$ cat config.mk
export PLATFORM = sky130hd
export DESIGN_NAME = regfile_sb_flat
export DESIGN_NICKNAME = d
export VERILOG_FILES = /design/src/rtl/regfile_sb_if.sv /design/src/rtl/regfile_sb.sv /design/src/flat_wrapper.sv
export SDC_FILE = /design/constraint.sdc
export NUM_CORES = 2
export LEC_CHECK = 0
export ABC_AREA = 1
export CORE_ASPECT_RATIO = 0.6
export CORE_UTILIZATION = 35
export CTS_CLUSTER_SIZE = 28
export DETAILED_ROUTE_END_ITERATION = 8
export SLEW_MARGIN = 20
export SYNTH_ARGS = -nofsm -noshare
export SYNTH_HDL_FRONTEND = slang
export SYNTH_SLANG_ARGS = --single-unit
$ cat constraint.sdc
create_clock -name clk -period 4 [get_ports clk]
set_clock_uncertainty 0.1 [all_clocks]
set_input_delay 0.6 -clock clk [delete_from_list [all_inputs] [get_ports clk]]
set_output_delay 0.6 -clock clk [all_outputs]
set_load 0.01 [all_outputs]
$ cat src/rtl/regfile_sb_if.sv
// rtl/regfile_sb_if.sv - writeback, read, issue and status signals of the scoreboarded register file
interface regfile_sb_if #(
    parameter int DATA_W = 32,
    parameter int ADDR_W = 5
);
    logic              we;
    logic [ADDR_W-1:0] waddr;
    logic [DATA_W-1:0] wdata;
    logic [ADDR_W-1:0] raddr1;
    logic [ADDR_W-1:0] raddr2;
    logic [DATA_W-1:0] rdata1;
    logic [DATA_W-1:0] rdata2;
    logic              issue;
    logic [ADDR_W-1:0] issue_addr;
    logic              busy1;
    logic              busy2;
    logic              stall;
    logic [ADDR_W:0]   pend_cnt;
    logic              err_clr;
    logic              wr_err;

    modport master (
        output we, waddr, wdata, raddr1, raddr2, issue, issue_addr, err_clr,
        input  rdata1, rdata2, busy1, busy2, stall, pend_cnt, wr_err
    );

    modport slave (
        input  we, waddr, wdata, raddr1, raddr2, issue, issue_addr, err_clr,
        output rdata1, rdata2, busy1, busy2, stall, pend_cnt, wr_err
    );
endinterface

$ cat src/rtl/regfile_sb.sv
// rtl/regfile_sb.sv - register file with pending-producer scoreboard, write protection and bypass
module regfile_sb #(
    parameter int DATA_W   = 32,
    parameter int ADDR_W   = 5,
    parameter int ZERO_REG = 1,
    parameter int PROT_EN  = 1,
    parameter int PROT_REG = 31,
    parameter int BYPASS   = 1
) (
    input  logic         clk,
    input  logic         rst,
    regfile_sb_if.slave  bus
);
    localparam int                DEPTH    = 2 ** ADDR_W;
    localparam int                CW       = ADDR_W + 1;
    localparam logic [ADDR_W-1:0] PROT_IDX = ADDR_W'(PROT_REG);

    logic [DATA_W-1:0] regs_q [DEPTH];
    logic [DEPTH-1:0]  busy_q, busy_d;
    logic [CW-1:0]     pend_cnt_q, pend_cnt_d;
    logic              wr_err_q, wr_err_d;

    logic prot_hit, zero_hit, wr_elig, issue_eff, inc, dec;

    always_comb begin
        prot_hit  = (PROT_EN != 0) && (bus.waddr == PROT_IDX);
        zero_hit  = (ZERO_REG != 0) && (bus.waddr == '0);
        wr_elig   = bus.we && !zero_hit && !prot_hit;
        issue_eff = bus.issue && !((ZERO_REG != 0) && (bus.issue_addr == '0));
    end

    // A same-index issue overrides the writeback clear, so no decrement then.
    always_comb begin
        busy_d = busy_q;
        if (bus.we)
            busy_d[bus.waddr] = 1'b0;
        if (issue_eff)
            busy_d[bus.issue_addr] = 1'b1;
        inc = issue_eff && !busy_q[bus.issue_addr];
        dec = bus.we && busy_q[bus.waddr] && !(issue_eff && (bus.issue_addr == bus.waddr));
        pend_cnt_d = pend_cnt_q + CW'(inc) - CW'(dec);
    end

    always_comb begin
        wr_err_d = wr_err_q;
        if (bus.we && prot_hit)
            wr_err_d = 1'b1;
        else if (bus.err_clr)
            wr_err_d = 1'b0;
    end

    always_ff @(posedge clk) begin
        if (!rst) begin
            for (int i = 0; i < DEPTH; i++)
                regs_q[i] <= '0;
            busy_q     <= '0;
            pend_cnt_q <= '0;
            wr_err_q   <= 1'b0;
        end else begin
            if (wr_elig)
                regs_q[bus.waddr] <= bus.wdata;
            busy_q     <= busy_d;
            pend_cnt_q <= pend_cnt_d;
            wr_err_q   <= wr_err_d;
        end
    end

    always_comb begin
        bus.rdata1 = regs_q[bus.raddr1];
        if ((BYPASS != 0) && wr_elig && (bus.waddr == bus.raddr1))
            bus.rdata1 = bus.wdata;
        if ((ZERO_REG != 0) && (bus.raddr1 == '0))
            bus.rdata1 = '0;

        bus.rdata2 = regs_q[bus.raddr2];
        if ((BYPASS != 0) && wr_elig && (bus.waddr == bus.raddr2))
            bus.rdata2 = bus.wdata;
        if ((ZERO_REG != 0) && (bus.raddr2 == '0))
            bus.rdata2 = '0;
    end

    // Busy is masked by any writeback to the same index, even a discarded one.
    always_comb begin
        bus.busy1 = busy_q[bus.raddr1]
                    && !((BYPASS != 0) && bus.we && (bus.waddr == bus.raddr1))
                    && !((ZERO_REG != 0) && (bus.raddr1 == '0));
        bus.busy2 = busy_q[bus.raddr2]
                    && !((BYPASS != 0) && bus.we && (bus.waddr == bus.raddr2))
                    && !((ZERO_REG != 0) && (bus.raddr2 == '0));
        bus.stall    = bus.busy1 || bus.busy2;
        bus.pend_cnt = pend_cnt_q;
        bus.wr_err   = wr_err_q;
    end
endmodule

$ cat src/flat_wrapper.sv
// flat-port wrapper written by rule: the top's interface ports become plain ports
module regfile_sb_flat 
#(
    parameter int DATA_W   = 32,
    parameter int ADDR_W   = 5,
    parameter int ZERO_REG = 1,
    parameter int PROT_EN  = 1,
    parameter int PROT_REG = 31,
    parameter int BYPASS   = 1
)
  (clk, rst, bus_we, bus_waddr, bus_wdata, bus_raddr1, bus_raddr2, bus_issue, bus_issue_addr, bus_err_clr, bus_rdata1, bus_rdata2, bus_busy1, bus_busy2, bus_stall, bus_pend_cnt, bus_wr_err);
  regfile_sb_if #(.DATA_W(DATA_W), .ADDR_W(ADDR_W)) bus_i ();
  input  logic clk;
  input  logic rst;
  input wire logic [$bits(bus_i.we)-1:0] bus_we;
  input wire logic [$bits(bus_i.waddr)-1:0] bus_waddr;
  input wire logic [$bits(bus_i.wdata)-1:0] bus_wdata;
  input wire logic [$bits(bus_i.raddr1)-1:0] bus_raddr1;
  input wire logic [$bits(bus_i.raddr2)-1:0] bus_raddr2;
  input wire logic [$bits(bus_i.issue)-1:0] bus_issue;
  input wire logic [$bits(bus_i.issue_addr)-1:0] bus_issue_addr;
  input wire logic [$bits(bus_i.err_clr)-1:0] bus_err_clr;
  output wire logic [$bits(bus_i.rdata1)-1:0] bus_rdata1;
  output wire logic [$bits(bus_i.rdata2)-1:0] bus_rdata2;
  output wire logic [$bits(bus_i.busy1)-1:0] bus_busy1;
  output wire logic [$bits(bus_i.busy2)-1:0] bus_busy2;
  output wire logic [$bits(bus_i.stall)-1:0] bus_stall;
  output wire logic [$bits(bus_i.pend_cnt)-1:0] bus_pend_cnt;
  output wire logic [$bits(bus_i.wr_err)-1:0] bus_wr_err;
  assign bus_i.we = bus_we;
  assign bus_i.waddr = bus_waddr;
  assign bus_i.wdata = bus_wdata;
  assign bus_i.raddr1 = bus_raddr1;
  assign bus_i.raddr2 = bus_raddr2;
  assign bus_i.issue = bus_issue;
  assign bus_i.issue_addr = bus_issue_addr;
  assign bus_i.err_clr = bus_err_clr;
  assign bus_rdata1 = bus_i.rdata1;
  assign bus_rdata2 = bus_i.rdata2;
  assign bus_busy1 = bus_i.busy1;
  assign bus_busy2 = bus_i.busy2;
  assign bus_stall = bus_i.stall;
  assign bus_pend_cnt = bus_i.pend_cnt;
  assign bus_wr_err = bus_i.wr_err;
  regfile_sb #(.DATA_W(DATA_W), .ADDR_W(ADDR_W), .ZERO_REG(ZERO_REG), .PROT_EN(PROT_EN), .PROT_REG(PROT_REG), .BYPASS(BYPASS)) u_core (.clk(clk), .rst(rst), .bus(bus_i));
endmodule
**Word level (Yosys, flattened, before mapping)**

Memory sizes are Yosys's and may differ from the RTL's.
Index checks and enable logic that the tools add are counted.

- Register bits: 39
- Bits in writable memories: 1024
- Input bits: 57
- Output and inout bits: 74
- Word-level logic and storage cells: 80
- Memories: 1

- $add $sub $neg: 2
- Order comparisons: 6
- Equality and inequality tests: 4
- Mux-type cells: 27
- Bitwise logic cells: 3
- Reductions and logical operators: 34

Memory list:

| memory | words | bits a word | read ports | clocked after Yosys merged registers in | write ports | RTL line | RTL |
|---|---|---|---|---|---|---|---|
| u_core.regs_q | 32 | 32 | 2 | 0 | 32 | regfile_sb.sv:18 | `logic [DATA_W-1:0] regs_q [DEPTH];` |

Operator list:

| operator | count |
|---|---|
| 2-to-1 mux 32 bit | 7 |
| AND 32 bit | 1 |
| NOT 32 bit | 1 |
| OR 32 bit | 1 |
| OR reduction 32 bit | 1 |
| < comparator 5 x 6 -> 1 bit, second input constant | 4 |
| binary-select mux 1 bit (select 5 bit) | 4 |
| zero test 5 bit | 4 |
| logical AND 1 bit | 18 |
| equality test 5 bit | 3 |
| 2-to-1 mux 1 bit | 13 |
| demux 1 bit (select 5 bit) | 2 |
| greater-or-equal comparator 5 x 1 -> 1 bit, second input constant | 2 |
| zero test 1 bit | 9 |
| adder 6 x 1 -> 6 bit | 1 |
| subtractor 6 x 1 -> 6 bit | 1 |
| equality test 5 bit, second input constant | 1 |
| 2-to-1 mux 5 bit | 1 |
| nonzero test 2 bit | 1 |
| logical OR 1 bit | 1 |

**Longest topological paths before layout**

- Depth in word-level cells: 9
- Gate-level depth with buffers: 19
- Gate-level depth less buffers: 18

**Worst setup path before layout**

Ideal clock, no wire load.

- Kind: input to register
- Start point: in bus_waddr[1]
- End point: reg u_core.pend_cnt_q[4], in the netlist u_core.bus.pend_cnt[4]
- Library setup time: 0.070 ns
- Data arrival time: 3.268 ns
- Data required time: 3.830 ns
- Slack: 0.562 ns
- Stages: 19
- Path buffers: 1
- Cell sequence: buf_2 -> inv_2 -> nor2_1 -> clkinv_1 -> o22ai_1 -> nor2_1 -> o21ai_0 -> nor2_1 -> a21oi_1 -> ha_1 -> inv_1 -> ha_1 -> fa_1 -> nand2_1 -> inv_1 -> or2_2 -> a21oi_1 -> o21ai_0 -> a21oi_1

- Word-level cells in the longest chain between the ends: 5
- Elaborated cells on any way between the ends: 8
- Those cells by class: add/sub (1); eq/ne (1); mux (2); reduce/logical (4)

Ends and longest elaborated chain:

| what | RTL line | RTL |
|---|---|---|
| start: declaration | flat_wrapper.sv:16 | `input wire logic [$bits(bus_i.waddr)-1:0] bus_waddr;` |
| binary-select mux 1 bit (select 5 bit) or equality test 5 bit (tied branches) | regfile_sb.sv:40 | `dec = bus.we && busy_q[bus.waddr] && !(issue_eff && (bus.issue_addr == bus.waddr));` |
| 2-to-1 mux 1 bit (implied by the code) or logical AND 1 bit (tied branches) | regfile_sb.sv:40 |  |
| logical AND 1 bit or zero test 1 bit (tied branches) | regfile_sb.sv:40 |  |
| logical AND 1 bit (*) | regfile_sb.sv:40 |  |
| subtractor 6 x 1 -> 6 bit (*) | regfile_sb.sv:41 | `pend_cnt_d = pend_cnt_q + CW'(inc) - CW'(dec);` |
| end signal: assignment | regfile_sb.sv:63 | `pend_cnt_q <= pend_cnt_d;` |
| end: declaration | regfile_sb.sv:20 | `logic [CW-1:0] pend_cnt_q, pend_cnt_d;` |

Every way passes the cells marked *; elsewhere a longest branch is shown, timed or not. The select of a mux whose other input is x is not followed.
A chain may end at the register's enable or synchronous reset.

**Worst setup path in the final report**

- Start point: in bus_waddr[0]
- End point: out bus_rdata2[8]

- Word-level cells in the longest chain between the ends: 7
- Elaborated cells on any way between the ends: 10
- Those cells by class: eq/ne (2); mux (2); reduce/logical (6)

Ends and longest elaborated chain:

| what | RTL line | RTL |
|---|---|---|
| zero test 5 bit | regfile_sb.sv:27 | `zero_hit = (ZERO_REG != 0) && (bus.waddr == '0);` |
| zero test 1 bit | regfile_sb.sv:28 | `wr_elig = bus.we && !zero_hit && !prot_hit;` |
| logical AND 1 bit (2 in a row) | regfile_sb.sv:28 |  |
| logical AND 1 bit (*) | regfile_sb.sv:76 | `if ((BYPASS != 0) && wr_elig && (bus.waddr == bus.raddr2))` |
| 2-to-1 mux 32 bit (*) | regfile_sb.sv:76 |  |
| 2-to-1 mux 32 bit (*) | regfile_sb.sv:78 | `if ((ZERO_REG != 0) && (bus.raddr2 == '0))` |
| end: declaration | flat_wrapper.sv:24 | `output wire logic [$bits(bus_i.rdata2)-1:0] bus_rdata2;` |

Every way passes the cells marked *; elsewhere a longest branch is shown, timed or not.

==> results.ini <==
[critical_path]
worst_path_max_delay_cell=clkdlybuf4s50_1
rr_startpoint=u_core.busy_q[15]
crit_chain=clkdlybuf4s50_1 > buf_4 > inv_2 > buf_4 > buf_4 > nand2_1 > nand4_1 > nor2_2 > and2_4 > nand2_2 > buf_12 > nand3_1 > nand2_1 > inv_1 > clkdlybuf4s50_1
crit_arrival_ns=3.23
cpMostUsedCell=buf_4
required_ns=3.30
slowest_delay_ns=0.53
reg2reg_to=u_core.bus.pend_cnt[4]
worstSetupStartpointType=primary input
end_kind=output port
worst-r2r-cell-count=16
setup.worst_path.class=in -> out
crit_fanout=22
r2r_slack_ns=0.95
crit_path_start=bus_waddr[0]

[grt]
antenna_found_initial=14
grt_pass1_vias=54550
grt_start_max_net_pins=80
grt-ovfl-total=0
track_usage_pct=29.02
grt_pass1_wl_um=379200

[routing]
drtIter0Drc=11070
ant_nets=0
avgViaCountPerCell=5.652
avgRoutedWirePerCell_um=25.01
drc_errors=0
drt_first_pass_iters=9
routed_wl_um=267200
vias=60380

[clock_network]
cts_root_buf=clkbuf_16
cts_buffer_depth=3
path_clk_slew_ns=0.06
cts_hold_buf=0
cts.htree.levels=3
cts_tree=yes
clkLatencyLatePin_ns=0.74
numCtsBuffers=105
clock-sinks=1063

[finish]
syn2layout_area_growth_pct=16.22
drive_gt1_share_pct=8.779
fin_cells=10680
fin_util_pct=41.29
nets=8314

[synth]
synth_seq_cells=1063
ys_async_sr_fraction_pct=0
post-synth-top-area-cell=edfxtp_1
syn_area_um2=61740
ys_warn_count=0
synth_top_area_share_pct=49.81
syn_avg_cell_area_um2=7.530
synthTopCellsByCount=nand2_1, nor2_1, nand3_1
synthTopCellsByArea=edfxtp_1, nand2_1, nand3_1
yosysUniqueCellTypes=31
netlist_instances=8199
ys_seq_area_share_pct=51.07
synth_most_common_cell=nand2_1
synth_edf_count=1024
synth_ff_type=edfxtp_1

[hold_path]
hp-start=rst
min_to=u_core.busy_q[24]
hold_depth=3
worstHoldPathType=in -> reg

[place]
port_buffers=130
hpwl_um=171500
placedCellCount=10480
globalplace.congestion=0.9492

[sta]
setup_viol=0
hold_viol=0
final_min_period_over_clock_period_pct=98.16
rsz0062_at_grt=true
tightest_slew_ns=1.072
timing_max_transition_violations_final=0
period_needed_ns=3.926
max_freq_mhz=254.7
relSlewSlack_pct=28.51

[die]
die-area_um2=178100
die_w_um=544.2
die_h_um=327.3
core_area_um2=173800
fp-row-count=118
io_pins=131
start_util_pct=35.53

[power_and_ir_drop]
leakage_nw=31.34
ir_drop_v=0.0003335
p_int_mw=19.97
combPwrFrac_pct=16.9
seq_power_share_pct=46.1
switching_power_mw=8.361
power_frac_clock_pct=37.0
power_density_nw_per_um2=394.8
netSwitchingFraction_pct=29.51

[run]
drv_cap=0

[run_status]
status=finished clean

## state kept, by name, indices dropped and copies added (netlist names)
| register | cells |
|---|---|
| u_core.regs_q | 1024 |
| u_core.busy_q | 32 |
| u_core.bus.wr_err | 1 |
| u_core.bus.pend_cnt | 6 |
## metal layers
metal  track usage [%]  vias up  share of wire, %  routed length [µm]
li1                  -    26570                 -                   -
met2             39.07     4801                39              104500
met1             43.09    28410                41              109700
met5                 0        -             0.024                  64
met4             10.60       10               3.7                9825
met3             8.732      595                16               43170
## power groups by stage
stage          combinational (mW)  sequential [mW]  clock, mW
6_report                     4.79             13.0       10.5
5_1_grt                      5.10             13.1       10.9
4_1_cts                      4.61             13.0       10.5
3_5_place_dp                 4.59             13.3          0
3_3_place_gp                 4.55             13.3          0
2_1_floorplan                2.50             13.2          0
## per-stage QoR
| stage | setup slack, ns | total power, mW | TNS [ns] | instance area (µm²) | hold slack (ns) |
|---|---|---|---|---|---|
| 2_1_floorplan | 0.5625 | 15.73 | 0 | 61980 | 0.3391 |
| 3_3_place_gp | -0.2244 | 17.80 | -10.20 | 68120 | 0.3519 |
| 3_5_place_dp | -0.2431 | 17.86 | -11.17 | 68120 | 0.3547 |
| 4_1_cts | 0.03800 | 28.14 | 0 | 71610 | 0.2503 |
| 5_1_grt | -0.04438 | 29.12 | -0.2410 | 71740 | 0.3045 |
| 6_report | 0.07363 | 28.33 | 0 | 71750 | 0.2835 |
## cell type report
| class | instances | area (µm²) |
|---|---|---|
| Antenna cell | 5 | 12.51 |
| Clock buffer | 130 | 2791 |
| Clock inverter | 65 | 670.6 |
| Fill cell | 17270 | 102000 |
| Inverter | 923 | 3498 |
| Multi-Input combinational cell | 5610 | 24520 |
| Sequential cell | 1063 | 31530 |
| Tap cell | 2340 | 2928 |
| Timing Repair Buffer | 547 | 5804 |
## logic make-up (layout without fill, tap and decap cells)
logic type	Yosys count	in the layout	synth area share (%)
AO/OA/AOI/OAI	1022	1022	8.583
adder cells (fa/ha/maj)	7	7	0.1540
XOR/XNOR	10	10	0.1419
other	1	69	0.006074
flip-flops	1063	1063	51.07
buffers and inverters	1589	1665	9.922
AND/OR/NAND/NOR	4507	4507	30.12
## worst max path at each step
stage and end:
2_1_floorplan u_core.bus.pend_cnt[4], 3_3_place_gp bus_rdata1[31], 3_5_place_dp bus_rdata1[18], 4_1_cts bus_rdata2[18], 5_1_grt bus_rdata2[9], 6_report bus_rdata2[8]
## cells in the final DEF, fill, tap and decap left out, types with 9 or more instances in the layout
master | netlist | layout
a21oi_1 | 471 | 471
nand2_2 | 0 | 58
nand3_1 | 1173 | 1173
clkbuf_16 | 0 | 107
nor2_1 | 1288 | 1281
o211ai_1 | 58 | 58
clkbuf_1 | 462 | 18
o22ai_1 | 10 | 10
clkinv_2 | 0 | 28
clkinv_1 | 4 | 19
buf_12 | 0 | 104
dfxtp_1 | 39 | 39
o21ai_0 | 472 | 472
nor3_1 | 10 | 9
clkdlybuf4s50_1 | 0 | 113
inv_1 | 913 | 910
bufinv_16 | 0 | 11
conb_1 | 1 | 64
buf_4 | 3 | 313
or2_2 | 62 | 62
edfxtp_1 | 1024 | 1024
nand2_1 | 1966 | 1907
## critical path, delay by kind of cell
| family | cells | cell delay (ns) |
|---|---|---|
| buffers and inverters | 8 | 1.74 |
| AND/OR/NAND/NOR | 7 | 0.85 |
## repair_timing
item                                    4_1_cts  5_1_grt
resized for setup                             1       16
pin swaps                                     1        0
gates cloned                                  0        4
endpoints found under the setup margin       63       59
setup buffers                                 3        0
No activity file was read; power rests on OpenSTA's default activity.
